==> config.mk <==
export PLATFORM = sky130hd
export DESIGN_NAME = gray_stream_ctrl
export DESIGN_NICKNAME = d
export VERILOG_FILES = /design/src/rtl/gray_stream_ctrl.sv
export SDC_FILE = /design/constraint.sdc
export NUM_CORES = 1
export LEC_CHECK = 0
export CAP_MARGIN = 20
export CORE_ASPECT_RATIO = 1.1
export CORE_MARGIN = 1
export CORE_UTILIZATION = 65
export CTS_CLUSTER_DIAMETER = 200
export DETAILED_ROUTE_END_ITERATION = 10
export DONT_BUFFER_PORTS = 1
export PLACE_DENSITY = 0.81
export SETUP_SLACK_MARGIN = 0.4
export SYNTH_ARGS = -nofsm -noshare
export SYNTH_HDL_FRONTEND = slang
export SYNTH_SLANG_ARGS = --single-unit
==> constraint.sdc <==
create_clock -name clk -period 15.8 [get_ports clk]
set_input_delay 2.37 -clock clk [delete_from_list [all_inputs] [get_ports clk]]
set_output_delay 2.37 -clock clk [all_outputs]
set_load 0.02 [all_outputs]
==> src/rtl/gray_stream_ctrl.sv <==
// gray_stream_ctrl: sequences a BMP pixel byte stream into an 8-bit gray sample stream for one frame
// Ports:
//    clk, rst_n             clock, asynchronous active-low reset
//    start                  pulse in IDLE to begin a frame
//    s_data/s_valid/s_ready byte input, B,G,R per pixel, rows zero-padded to 4-byte multiples
//    m_data/m_valid/m_ready gray sample output; m_last marks the last pixel of a row
//    busy                   high outside IDLE
//    frame_done             one-cycle pulse once the final sample has been delivered
module gray_stream_ctrl #(
   parameter int WIDTH  = 640,
   parameter int HEIGHT = 480
) (
   input  logic       clk,
   input  logic       rst_n,
   input  logic       start,
   input  logic [7:0] s_data,
   input  logic       s_valid,
   output logic       s_ready,
   output logic [7:0] m_data,
   output logic       m_valid,
   input  logic       m_ready,
   output logic       m_last,
   output logic       busy,
   output logic       frame_done
);
   localparam int CW = WIDTH > 1 ? $clog2(WIDTH) : 1;
   localparam int RW = HEIGHT > 1 ? $clog2(HEIGHT) : 1;
   localparam int PAD_I = (4 - (3 * WIDTH) % 4) % 4;
   localparam logic [1:0] PAD = 2'(PAD_I);
   localparam logic [1:0] PAD_LAST = 2'(PAD_I - 1);
   localparam logic [CW-1:0] LAST_COL = CW'(WIDTH - 1);
   localparam logic [RW-1:0] LAST_ROW = RW'(HEIGHT - 1);

   typedef enum logic [1:0] {IDLE, PIX, SKIP, DONE} state_t;

   state_t        state_q, state_d;
   logic [CW-1:0] col_q, col_d;
   logic [RW-1:0] row_q, row_d;
   logic [1:0]    phase_q, phase_d, pad_q, pad_d;
   logic [7:0]    b_q, b_d, g_q, g_d, m_data_q, m_data_d;
   logic          m_valid_q, m_valid_d, m_last_q, m_last_d;
   logic          load;
   logic [15:0]   luma;

   // weights sum to 256, so the 16-bit sum never overflows and the top byte is the gray value
   assign luma = 16'd77 * {8'd0, s_data} + 16'd150 * {8'd0, g_q} + 16'd29 * {8'd0, b_q};

   always_comb begin
      state_d = state_q;
      col_d = col_q;
      row_d = row_q;
      phase_d = phase_q;
      pad_d = pad_q;
      b_d = b_q;
      g_d = g_q;
      s_ready = 1'b0;
      frame_done = 1'b0;
      case (state_q)
         IDLE: if (start) begin
            state_d = PIX;
            col_d = '0;
            row_d = '0;
            phase_d = '0;
            pad_d = '0;
         end
         PIX: begin
            // only the R byte needs room in the output register; B and G flow in regardless
            s_ready = phase_q != 2'd2 || !m_valid_q || m_ready;
            if (s_valid && s_ready) begin
               phase_d = phase_q == 2'd2 ? 2'd0 : phase_q + 2'd1;
               b_d = phase_q == 2'd0 ? s_data : b_q;
               g_d = phase_q == 2'd1 ? s_data : g_q;
               if (phase_q == 2'd2) begin
                  if (col_q != LAST_COL) col_d = col_q + 1'b1;
                  else if (PAD != 2'd0) begin
                     state_d = SKIP;
                     pad_d = '0;
                  end else begin
                     col_d = '0;
                     row_d = row_q + 1'b1;
                     state_d = row_q == LAST_ROW ? DONE : PIX;
                  end
               end
            end
         end
         SKIP: begin
            s_ready = 1'b1;
            if (s_valid) begin
               pad_d = pad_q + 2'd1;
               if (pad_q == PAD_LAST) begin
                  col_d = '0;
                  row_d = row_q + 1'b1;
                  state_d = row_q == LAST_ROW ? DONE : PIX;
               end
            end
         end
         DONE: if (!m_valid_q || m_ready) begin
            frame_done = 1'b1;
            state_d = IDLE;
         end
         default: state_d = IDLE;
      endcase
      load = state_q == PIX && phase_q == 2'd2 && s_valid && s_ready;
      m_valid_d = load || (m_valid_q && !m_ready);
      m_data_d = load ? luma[15:8] : m_data_q;
      m_last_d = load ? col_q == LAST_COL : m_last_q;
   end

   always_ff @(posedge clk or negedge rst_n) begin
      if (!rst_n) begin
         state_q <= IDLE;
         col_q <= '0;
         row_q <= '0;
         phase_q <= '0;
         pad_q <= '0;
         b_q <= '0;
         g_q <= '0;
         m_data_q <= '0;
         m_valid_q <= 1'b0;
         m_last_q <= 1'b0;
      end else begin
         state_q <= state_d;
         col_q <= col_d;
         row_q <= row_d;
         phase_q <= phase_d;
         pad_q <= pad_d;
         b_q <= b_d;
         g_q <= g_d;
         m_data_q <= m_data_d;
         m_valid_q <= m_valid_d;
         m_last_q <= m_last_d;
      end
   end

   assign m_data = m_data_q;
   assign m_valid = m_valid_q;
   assign m_last = m_last_q;
   assign busy = state_q != IDLE;
endmodule

==> results.sh <==
export IMPL_status="complete, no violations"
export IMPL_drt_initial_drc_count=220
export IMPL_crit_fanout=5
export IMPL_dp_slack_ns=9.082
export IMPL_synth_nets=742
export IMPL_dpl_hpwl_mm=9.183
export IMPL_rows=35
export IMPL_worst_slack_ns=9.018
export IMPL_critical_path_arrival_ns=7.00
export IMPL_cts_hold_buf=0
export IMPL_synthToLayoutAreaGrowth_pct=4.035
export IMPL_start_util_pct=67.13
export IMPL_fill_cells=654
export IMPL_skew_ns=0.007424
export IMPL_cts_max_level=2
export IMPL_critPathMaxStageDelay_ns=0.55
export IMPL_worst_path_max_delay_cell="fa_1"
export IMPL_grt_pass1_wl_mm=19.80
export IMPL_grt_ovfl_total=0
export IMPL_tightest_slew_ns=0.5560
export IMPL_syn_area_per_cell_um2=9.698
export IMPL_startpoint="g_q[5]"
export IMPL_clock_latency_ns=0.31
export IMPL_track_usage_pct=27.66
export IMPL_yosysSeqAreaShare_pct=22.61
export IMPL_cts_resized=0
export IMPL_synth_cells=582
export IMPL_grt_max_degree=52
export IMPL_hp_start="row_q[1]"
export IMPL_diodes=0
export IMPL_max_freq_ghz=0.1474
export IMPL_synth_area_um2=5644
export IMPL_dpl_cell_count=681
export IMPL_grt_pass1_vias=4278
export IMPL_synth_edf_count=0
export IMPL_fin_crit_ns=6.782
export IMPL_final_nets=737
export IMPL_cts_tree="built"
export IMPL_relSlewSlack_pct=62.65
export IMPL_finalWeightedCongestion=0.8650
export IMPL_drv_cap=0
export IMPL_cp_start_kind="flip-flop"
export IMPL_synth_cell_type_count=56
export IMPL_fin_cells=689
export IMPL_vias=4069
export IMPL_cp_end_kind="flip-flop"
export IMPL_drv_slew=0
export IMPL_die_h_um=99.73
export IMPL_worstPathRequired_ns=16.02
export IMPL_rsz0062_at_grt="false"
export IMPL_drt_pass1_iter_count=5
export IMPL_dieArea_um2=9060
export IMPL_port_buffer_count=0
export IMPL_fin_util_pct=69.84
export IMPL_core_area_um2=8408
export IMPL_hold_path_class="flip-flop to flip-flop"
export IMPL_rr_startpoint="g_q[5]"
export IMPL_clkTransAtPathRegs_ns=0.11
export IMPL_final_hold_viol_count=0
export IMPL_setup_violations=0
export IMPL_crit_chain="ha_1 -> ha_1 -> ha_1 -> inv_1 -> fa_1 -> inv_1 -> ha_1 -> nand2_1 -> o21ai_0 -> nor2_1 -> xnor2_1 -> fa_1 -> fa_1 -> inv_1 -> fa_1 -> fa_1 -> inv_1 -> ha_1 -> and2_4 -> a221o_1 -> a31o_1 -> o211a_1 -> o31a_1 -> o31ai_1"
export IMPL_r2r_slack_ns=9.02
export IMPL_cts_buffers_inserted=5
export IMPL_cts_sinks=51
export IMPL_cts_max_path_buffers=2
export IMPL_io_pin_count=26
export IMPL_setup_tns_ns=0
export IMPL_root_buffer="clkbuf_8"
export IMPL_vias_per_cell=5.906
export IMPL_cts_setup_buffers=0
export IMPL_antenna_found_initial=0
export IMPL_drt_total_wl_mm=11.36
export IMPL_drive_gt1_share_pct=5.363
export IMPL_min_period_over_period_pct=42.93
export IMPL_die_w_um=90.85
export IMPL_synth_warnings=0
export IMPL_yosys_register_bits=51
export IMPL_criticalPathCategory="flip-flop to flip-flop"
export IMPL_drc=0
export IMPL_synth_ff_type="dfrtp_1"
export IMPL_ant_nets=0
export IMPL_routedWlPerCell_um=16.49
export IMPL_synthArstFlopShare_pct=100.0
cell families after synthesis:
| family | count (synthesis) | share of synthesized area [%] |
|---|---|---|
| xor+xnor | 13 | 2.017 |
| buf+inv | 114 | 7.825 |
| compound gates | 112 | 13.08 |
| fa+ha+maj | 147 | 39.90 |
| simple gates | 128 | 11.28 |
| mux | 17 | 3.281 |
| flops | 51 | 22.61 |
through the flow:
step,hold WS (ns),area [um^2]
6_report,0.5161,5872
5_1_grt,0.5504,5872
4_1_cts,0.5228,5872
3_5_place_dp,0.4996,5732
3_3_place_gp,0.4722,5732
2_1_floorplan,0.4567,5644
Yosys cell counts (2+ instances only):
library cell / count / area (um^2)
a21o_1: 7 / 52.55
or3_1: 4 / 25.02
o21a_1: 6 / 45.04
xor2_1: 6 / 52.55
a22o_1: 6 / 52.55
nor2_1: 17 / 63.81
nand4_1: 6 / 37.54
clkbuf_1: 10 / 37.54
ha_1: 92 / 1151
nor4_1: 3 / 18.77
nand3_1: 14 / 70.07
nor3_1: 9 / 45.04
nand2_1: 46 / 172.7
o31ai_1: 8 / 60.06
o21bai_1: 2 / 15.01
and4_1: 2 / 17.52
a31o_2: 2 / 17.52
o31a_1: 2 / 17.52
fa_1: 55 / 1101
a21boi_0: 3 / 22.52
o211ai_1: 3 / 22.52
nand2b_1: 4 / 25.02
o21ai_0: 34 / 170.2
a21oi_1: 20 / 100.1
mux2i_1: 5 / 50.05
a21o_2: 2 / 17.52
nor2b_1: 5 / 31.28
a22oi_1: 2 / 15.01
inv_1: 100 / 375.4
xnor2_1: 7 / 61.31
buf_2: 3 / 15.01
mux2_2: 12 / 135.1
a211oi_1: 2 / 15.01
o22ai_1: 2 / 12.51
nor3b_1: 4 / 30.03
or2_2: 2 / 12.51
and3_1: 5 / 31.28
dfrtp_1: 51 / 1276
nand4b_1: 2 / 17.52
cells in the final DEF (no fill, tap or decap), types with 9 or more instances in the layout:
cell type,netlist,layout
nor2_1,17,17
ha_1,92,92
nand2_1,46,46
o21ai_0,34,33
fa_1,55,55
dfrtp_1,51,51
nand3_1,14,14
mux2_2,12,12
inv_1,100,100
a21oi_1,20,20
nor3_1,9,9
area by class of cell:
type	instances	area [um^2]	share of cell area, %
Timing Repair Buffer	2	15.01	0.2557
Tap cell	111	138.9	2.365
Clock inverter	3	71.32	1.215
Inverter	100	375.4	6.393
Sequential cell	51	1276	21.73
Clock buffer	5	68.82	1.172
Multi-Input combinational cell	417	3926	66.87
layer usage:
| metal | share of wire (%) | track usage [%] |
|---|---|---|
| met4 | 2.1 | 7.570 |
| met2 | 52 | 50.64 |
| met1 | 43 | 34.78 |
| met3 | 2.9 | 3.135 |
| met5 | 0 | 0 |
state kept, by name (all words and copies together) (netlist names):
| name | cells |
|---|---|
| col_q | 10 |
| m_data | 8 |
| b_q | 8 |
| g_q | 8 |
| pad_q | 2 |
| state_q | 2 |
| m_last | 1 |
| m_valid | 1 |
| phase_q | 2 |
| row_q | 9 |
path summary, 6_finish.rpt:
check | to | depth (start not counted)
hold / removal | row_q[1] | 2
setup reg to reg | m_data[7] | 24
min in group asynchronous | g_q[0] | 0
max in group asynchronous | m_data[2] | 0
setup / recovery | m_data[7] | 24
hold reg to reg | row_q[1] | 2
critical path: cells and delay by family, from the launching register on:
kind                       cells  cell delay (ns)
AOI/OAI and AO/OA              6             1.45
xor gates and xnor gates       1             0.21
adders and majority gates     10             4.02
buffers and inverters          4             0.20
DFF                            1             0.48
and+or+nand+nor                3             0.32
Power is not shown: default switching activity piles up to over one toggle a cycle in this logic, so the estimate is an artifact.
